## config.mk

```make
export PLATFORM = sky130hd
export DESIGN_NAME = encoder8x3_serializer_flat
export DESIGN_NICKNAME = d
export VERILOG_FILES = /design/src/rtl/encoder8x3_serializer_pkg.sv /design/src/rtl/encoder8x3_serializer_if.sv /design/src/rtl/encoder8x3_serializer_prio.sv /design/src/rtl/encoder8x3_serializer.sv /design/src/flat_wrapper.sv
export SDC_FILE = /design/constraint.sdc
export NUM_CORES = 1
export LEC_CHECK = 0
export BUFFER_PORTS_ARGS = -buffer_cell sky130_fd_sc_hd__buf_4
export CORE_ASPECT_RATIO = 1.1
export CORE_MARGIN = 5
export CORE_UTILIZATION = 41
export DETAILED_ROUTE_END_ITERATION = 16
export PLACE_DENSITY = 0.8
export SLEW_MARGIN = 20
export SYNTH_ARGS = -nofsm -noshare
export SYNTH_HDL_FRONTEND = slang
export SYNTH_SLANG_ARGS = --single-unit
```

## constraint.sdc

```tcl
create_clock -name clk -period 1.8 [get_ports clk]
set_input_delay 0.45 -clock clk [delete_from_list [all_inputs] [get_ports clk]]
set_output_delay 0.45 -clock clk [all_outputs]
set_load 0.02 [all_outputs]
```

## src/rtl/encoder8x3_serializer_pkg.sv

```systemverilog
// Shared constants and state type for the 8->3 request encoder/serializer.
package coder_pkg;
   localparam int DATA_W = 8;
   localparam int CODE_W = 3;

   typedef enum logic {
      IDLE = 1'b0,
      SEND = 1'b1
   } coder_state_e;
endpackage

```

## src/rtl/encoder8x3_serializer_if.sv

```systemverilog
// Request capture and code output handshake bundle.
interface encoder8x3_serializer_if;
   import coder_pkg::*;

   logic              req_valid;
   logic [DATA_W-1:0] req_in;
   logic              code_ready;
   logic [CODE_W-1:0] code_out;
   logic              code_valid;

   modport master (
      output req_valid,
      output req_in,
      output code_ready,
      input  code_out,
      input  code_valid
   );

   modport slave (
      input  req_valid,
      input  req_in,
      input  code_ready,
      output code_out,
      output code_valid
   );
endinterface

```

## src/rtl/encoder8x3_serializer_prio.sv

```systemverilog
// Combinational first-set finder over an 8-bit vector, direction by parameter.
module prio_enc8x3
   import coder_pkg::*;
#(
   parameter bit LSB_FIRST = 1'b1
) (
   input  logic [DATA_W-1:0] vec,
   output logic [CODE_W-1:0] idx,
   output logic              any
);

   // Later matches overwrite earlier ones, so scan toward the winning end.
   always_comb begin
      idx = '0;
      if (LSB_FIRST) begin
         for (int i = DATA_W - 1; i >= 0; i--) begin
            if (vec[i]) idx = CODE_W'(i);
         end
      end else begin
         for (int i = 0; i < DATA_W; i++) begin
            if (vec[i]) idx = CODE_W'(i);
         end
      end
   end

   assign any = |vec;

endmodule

```

## src/rtl/encoder8x3_serializer.sv

```systemverilog
// Accumulates multi-hot requests and streams one 3-bit index per set bit.
module encoder8x3_serializer
   import coder_pkg::*;
#(
   parameter bit LSB_FIRST = 1'b1
) (
   input  logic                     clk,
   input  logic                     rst_n,
   input  logic                     enable,
   input  logic                     err_clr,
   encoder8x3_serializer_if.slave   ifc,
   output logic [DATA_W-1:0]        pending,
   output logic                     busy,
   output logic                     dup_err
);

   coder_state_e      r_state;
   coder_state_e      w_state_nxt;
   logic [DATA_W-1:0] r_pending;
   logic [CODE_W-1:0] r_code_out;
   logic              r_dup_err;

   logic [CODE_W-1:0] w_sel;
   logic              w_any;
   logic              w_cap;
   logic              w_load;
   logic              w_hs;
   logic [DATA_W-1:0] w_mask;
   logic [DATA_W-1:0] w_cap_vec;
   logic              w_dup;

   prio_enc8x3 #(
      .LSB_FIRST (LSB_FIRST)
   ) u_prio (
      .vec (r_pending),
      .idx (w_sel),
      .any (w_any)
   );

   assign w_cap     = enable & ifc.req_valid;
   assign w_hs      = (r_state == SEND) & ifc.code_ready;
   assign w_load    = enable & w_any &
                      ((r_state == IDLE) | ifc.code_ready);
   assign w_mask    = w_load ? (DATA_W'(1) << w_sel) : '0;
   assign w_cap_vec = w_cap ? ifc.req_in : '0;
   // A re-request of the bit leaving this cycle is a fresh request.
   assign w_dup     = |(w_cap_vec & r_pending & ~w_mask);

   always_comb begin
      w_state_nxt = r_state;
      unique case (r_state)
         IDLE: if (w_load) w_state_nxt = SEND;
         SEND: if (w_hs && !w_load) w_state_nxt = IDLE;
         default: w_state_nxt = IDLE;
      endcase
   end

   always_ff @(posedge clk or negedge rst_n) begin
      if (!rst_n) begin
         r_state    <= IDLE;
         r_pending  <= '0;
         r_code_out <= '0;
         r_dup_err  <= 1'b0;
      end else begin
         r_state   <= w_state_nxt;
         r_pending <= (r_pending & ~w_mask) | w_cap_vec;
         if (w_load) r_code_out <= w_sel;
         if (w_dup) r_dup_err <= 1'b1;
         else if (err_clr) r_dup_err <= 1'b0;
      end
   end

   assign ifc.code_out   = r_code_out;
   assign ifc.code_valid = (r_state == SEND);
   assign pending        = r_pending;
   assign dup_err        = r_dup_err;
   assign busy           = (r_state == SEND) | (|r_pending);

endmodule

```

## src/flat_wrapper.sv

```systemverilog
// flat-port wrapper written by rule: the top's interface ports become plain ports
module encoder8x3_serializer_flat import coder_pkg::*;
#(
   parameter bit LSB_FIRST = 1'b1
)
  (clk, rst_n, enable, err_clr, pending, busy, dup_err, ifc_req_valid, ifc_req_in, ifc_code_ready, ifc_code_out, ifc_code_valid);
  encoder8x3_serializer_if ifc_i ();
  input  logic clk;
  input  logic rst_n;
  input  logic enable;
  input  logic err_clr;
  output logic [DATA_W-1:0] pending;
  output logic busy;
  output logic dup_err;
  input wire logic [$bits(ifc_i.req_valid)-1:0] ifc_req_valid;
  input wire logic [$bits(ifc_i.req_in)-1:0] ifc_req_in;
  input wire logic [$bits(ifc_i.code_ready)-1:0] ifc_code_ready;
  output wire logic [$bits(ifc_i.code_out)-1:0] ifc_code_out;
  output wire logic [$bits(ifc_i.code_valid)-1:0] ifc_code_valid;
  assign ifc_i.req_valid = ifc_req_valid;
  assign ifc_i.req_in = ifc_req_in;
  assign ifc_i.code_ready = ifc_code_ready;
  assign ifc_code_out = ifc_i.code_out;
  assign ifc_code_valid = ifc_i.code_valid;
  encoder8x3_serializer #(.LSB_FIRST(LSB_FIRST)) u_core (.clk(clk), .rst_n(rst_n), .enable(enable), .err_clr(err_clr), .ifc(ifc_i), .pending(pending), .busy(busy), .dup_err(dup_err));
endmodule
```

Word-level counts from Yosys, hierarchy flattened:

Index checks and enable logic that the tools add are counted.

* word-level logic and storage cells: 37
* input port bits: 14
* register bits after elaboration: 13
* output and inout port bits: 14

* bitwise gates (word level): 12
* shift-type cells: 1
* muxes and demuxes: 15
* reduce and logical (&&, ||, !) cells: 5

Operator list (count)
* $and 8x8->8: 3
* $mux 3: 8
* $mux 8: 2
* $reduce_or 8->1: 2
* $not 8->8: 1
* $or 8x8->8: 1
* $shl 1x3->8 const A: 1
* $and 1x1->1: 4
* $mux 1: 4
* $or 1x1->1: 2
* $pmux 1 s2: 1
* $reduce_bool 2->1: 1
* $logic_and 1x1->1: 1
* $logic_not 1->1: 1
* $not 1->1: 1

Depth between registers and ports, before layout:

* word-level depth: 14
* mapped depth: 6
* depth with buffers taken out: 5

Modules after synthesis:

Synthesis repeated with hierarchy kept, for this count alone.

* cell total of the unflattened synthesis: 86
* area, all modules: 764.5 um^2

By module, submodules not included
* encoder8x3_serializer: area an instance 683.2 um^2, sequential area each 325.3 um^2, cells an instance 73, times used 1
* prio_enc8x3: area an instance 81.3 um^2, sequential area each 0.0 um^2, cells an instance 13, times used 1

Worst setup path before layout:

Ideal clock, no wire load.

* kind: reg2reg
* start: register u_core.r_pending[3] (netlist: u_core.pending[3])
* end: register u_core.r_dup_err (netlist: u_core.dup_err)
* arrival time: 1.663 ns
* path buffers: 0
* setup time: 0.131 ns
* period minus slack after synthesis: 1.794 ns
* cell stages (with the launch flop): 6
* path slack: 0.006 ns
* data required time: 1.669 ns
* path through: dfrtp_1 -> nor4_2 -> nand3_2 -> or4_4 -> a32oi_1 -> a31oi_1

* longest elaborated chain between the ends: 10
* elaborated cells between the ends (all ways): 15
* those cells by class: shift (1); mux (6); bitwise (5); reduce/logical (3)

Ends and longest elaborated chain
* start: declaration: line encoder8x3_serializer.sv:19 `logic [DATA_W-1:0] r_pending;`
* start signal: assignment: line encoder8x3_serializer.sv:66 `r_pending <= (r_pending & ~w_mask) | w_cap_vec;`
* $mux 3 (4 in series): line encoder8x3_serializer_prio.sv:17 `if (vec[i]) idx = CODE_W'(i);`
* $shl 1x3->8: line encoder8x3_serializer.sv:44 `assign w_mask = w_load ? (DATA_W'(1) << w_sel) : '0;`
* $mux 8: line encoder8x3_serializer.sv:44
* $not 8->8: line encoder8x3_serializer.sv:47 `assign w_dup = |(w_cap_vec & r_pending & ~w_mask);`
* $and 8x8->8 (*): line encoder8x3_serializer.sv:47
* $reduce_or 8->1 (*): line encoder8x3_serializer.sv:47
* $mux 1 / $reduce_bool 2->1 (equally long branches)
* end signal: assignment: line encoder8x3_serializer.sv:63 `r_dup_err <= 1'b0;`
* end signal: assignment: line encoder8x3_serializer.sv:68 `if (w_dup) r_dup_err <= 1'b1;`
* end signal: assignment: line encoder8x3_serializer.sv:69 `else if (err_clr) r_dup_err <= 1'b0;`
* end: declaration: line encoder8x3_serializer.sv:21 `logic r_dup_err;`

Every way passes the cells marked *; elsewhere a longest branch is shown, timed or not.
A chain may end at the register's enable or synchronous reset.

Worst setup path in the final report:

* start: register u_core.r_pending[2] (netlist: u_core.pending[2])
* end: output port busy

* longest elaborated chain between the ends: 2

Ends and longest elaborated chain
* $reduce_or 8->1: line encoder8x3_serializer.sv:77 `assign busy = (r_state == SEND) | (|r_pending);`
* $or 1x1->1: line encoder8x3_serializer.sv:77
* end: declaration: line flat_wrapper.sv:13 `output logic busy;`

Every way passes these cells.

==> insert_results.sql <==
INSERT INTO impl_metrics (metric_group, metric, value, unit) VALUES
('status', 'run_status', 'finished, violations left', ''),
('status', 'violations_in_the_final_reports', 'negative hold slack, negative setup slack', ''),
('yosys', 'synth_fp_nets', '85', ''),
('worst_setup_path', 'worstPathMaxFanout', '2', ''),
('grt', 'antenna_found_initial', '0', ''),
('die', 'design.die.area', '2629', 'um^2'),
('sta', 'finalSetupTns', '-0.1801', 'ns'),
('sta', 'max_slew_violation_count', '0', ''),
('route', 'remaining_drc_errors', '0', ''),
('pwr', 'share_seq_of_total_power', '38.1', '%'),
('route', 'post_route_wl', '2109', 'um'),
('sta', 'fin_crit_sh', '110.0', '%'),
('worst_setup_path', 'r2r-start', 'u_core.pending[2]$_DFF_PN0_', ''),
('cts', 'clock-root-buffer', 'clkbuf_4', ''),
('cts', 'clock_latency', '0.28', 'ns'),
('pwr', 'ir_worst_vdd', '0.5063', 'mV'),
('sta', 'relSlewSlack', '75.46', '%'),
('pwr', 'share_comb_of_total_power', '43.7', '%'),
('sta', 'hold_viol_final', '6', ''),
('sta', 'timing.fmax', '505.0', 'MHz'),
('cts', 'path_clk_slew', '0.09', 'ns'),
('yosys', 'synth-async-reset-ratio', '100.0', '%'),
('cts', 'tritoncts', 'done', ''),
('worst_setup_path', 'cp_slowest_stage_delay', '0.42', 'ns'),
('route', 'drt-pass1-iter-count', '4', ''),
('cts', 'clock_sinks', '13', ''),
('final_layout', 'filler_cell_count', '115', ''),
('yosys', 'synth_sequential_area_ratio', '46.59', '%'),
('worst_setup_path', 'reg2reg_setup_slack', '0', 'ns'),
('worst_setup_path', 'setup.worst_path.class', 'reg2out', ''),
('sta', 'worstMarginPinSlew', '0.3681', 'ns'),
('die', 'fp.dieH', '53.28', 'um'),
('sta', 'setup_violations', '1', ''),
('sta', 'worst_clock_skew', '0.007770', 'ns'),
('die', 'fp.dieW', '49.35', 'um'),
('worst_setup_path', 'critPathCaptureType', 'output port', ''),
('placed_design', 'dpl.hpwl', '1486', 'um'),
('pwr', 'powerDensity', '910.4', 'nW/um^2'),
('yosys', 'netlist_top_cells_area', 'dfrtp_1 (47%), nand2_1 (5.4%), a22o_1 (5.0%), a22o_2 (4.3%), o21ai_0 (2.9%)', ''),
('final_layout', 'finalCoreUtilization', '70.51', '%'),
('yosys', 'ys_seq_elements', '13', ''),
('cts', 'tritoncts.num_buffers', '3', ''),
('die', 'floorplan.initialDensity', '43.76', '%'),
('sta', 'timing.final.ws_setup', '-0.1801', 'ns'),
('pwr', 'power', '1.024', 'mW'),
('yosys', 'synth_top_area_share', '46.59', '%'),
('worst_setup_path', 'critical_path_arrival', '1.53', 'ns'),
('worst_setup_path', 'r2r.worst_path.cells', '5', ''),
('pwr', 'intPower', '0.6436', 'mW'),
('yosys', 'synthesis.area_per_instance', '9.833', 'um^2'),
('route', 'num_vias', '768', ''),
('yosys', 'synth.lib_cells_used.distinct', '32', ''),
('die', 'core_region_area', '1595', 'um^2'),
('sta', 'whs', '-0.005817', 'ns'),
('worst_setup_path', 'worst-endpoint-required', '1.35', 'ns'),
('sta', 'setup_repair_after_global_routing_missed_its_margin', 'true', ''),
('final_layout', 'antenna_cells_inserted', '0', ''),
('pwr', 'static-leakage-power', '0.5456', 'nW'),
('die', 'core.rowCount', '15', ''),
('final_layout', 'drive_above_1_share', '53.45', '%'),
('flow_run', 'maxCapViolations', '0', ''),
('worst_setup_path', 'cp-startpoint', 'u_core.pending[2]$_DFF_PN0_', ''),
('route', 'vias_per_cell', '5.774', ''),
('die', 'io-pin-count', '28', ''),
('cts', 'clock_path_buffers', '2', ''),
('route', 'routed_wire_length_per_instance', '15.86', 'um'),
('yosys', 'synth_top_flop_cell', 'dfrtp_1', ''),
('yosys', 'library_cell_with_the_largest_summed_area_after_synthesis', 'dfrtp_1', ''),
('grt', 'grt_resource_usage_total', '17.88', '%'),
('worst_hold_path', 'hp-class', 'in2async', ''),
('yosys', 'synth_commonest_cells', 'dfrtp_1 (13), nand2_1 (10), a22o_1 (4), inv_1 (4), o21ai_0 (4)', '');
power by group through the flow:
stage	clock network [mW]	logic (mW)	registers, mW
CTS	0.189	0.428	0.383
global placement	0	0.400	0.375
finish	0.187	0.448	0.390
detailed placement	0	0.410	0.379
floorplan	0	0.135	0.461
global route	0.204	0.480	0.396
state kept, by name, indices dropped and copies added (netlist names):
| name | count |
|---|---|
| u_core.pending | 8 |
| u_core.ifc.code_out | 3 |
| u_core.dup_err | 1 |
| u_core.ifc.code_valid | 1 |
stage by stage:
stage               instance area, um^2  std cells
global route                       1125        133
global placement                  985.9        124
CTS                                1102        134
detailed placement                985.9        124
floorplan                         698.2         71
finish                             1125        133
worst max path at each step:
stage | to | slack [ns]
after CTS | busy | -0.13
after floorplan | u_core.dup_err$_DFFE_PN0P_ | 0.006
after detailed placement | u_core.dup_err$_DFFE_PN0P_ | 0.02
after global routing | busy | -0.21
final | busy | -0.18
after global placement | busy | 0.04
cell type report:
class / count / area, um^2 / share of cell area, %
multi-input combinational: 52 / 399.1 / 35.48
timing repair buffer: 43 / 337.8 / 30.03
sequential: 13 / 325.3 / 28.92
clock buffer: 4 / 26.28 / 2.336
tap: 17 / 21.27 / 1.891
inverter: 4 / 15.01 / 1.335
worst max-delay path: cells and delay by family, from the launching register on:
family	cells	cell delay [ns]
buffers and inverters	1	0.13
flip-flops	1	0.42
AND/OR/NAND/NOR	3	0.70
kinds of logic after synthesis:
logic type / count (synthesis) / synth area share [%]
AO/OA/AOI/OAI: 25 / 26.88
buffers and inverters: 6 / 4.838
flip-flops: 13 / 46.59
AND/OR/NAND/NOR: 27 / 21.69
layer usage:
metal | global-route usage (%) | up-vias | part of all wire, %
met4 | 8.969 | 0 | 2.8
li1 | - | 352 | -
met3 | 4.507 | 10 | 6.4
met2 | 32.62 | 41 | 51
met1 | 18.93 | 365 | 39
met5 | 0 | - | 0
layout by cell type, fill, tap and decap left out, types with 3 or more instances in the layout:
cell and count:
a22o_1 4, nand2_1 8, clkbuf_4 3, dfrtp_1 13
buf_6 4, a22o_2 3, inv_1 4, o21ai_0 3
buf_4 39, a21oi_1 3
timing repair:
item	CTS	global route
pin swaps	3	4
setup buffers	6	2
gates resized for setup	9	7
endpoints found under the setup margin	1	6
No activity file was read; power rests on OpenSTA's default activity.
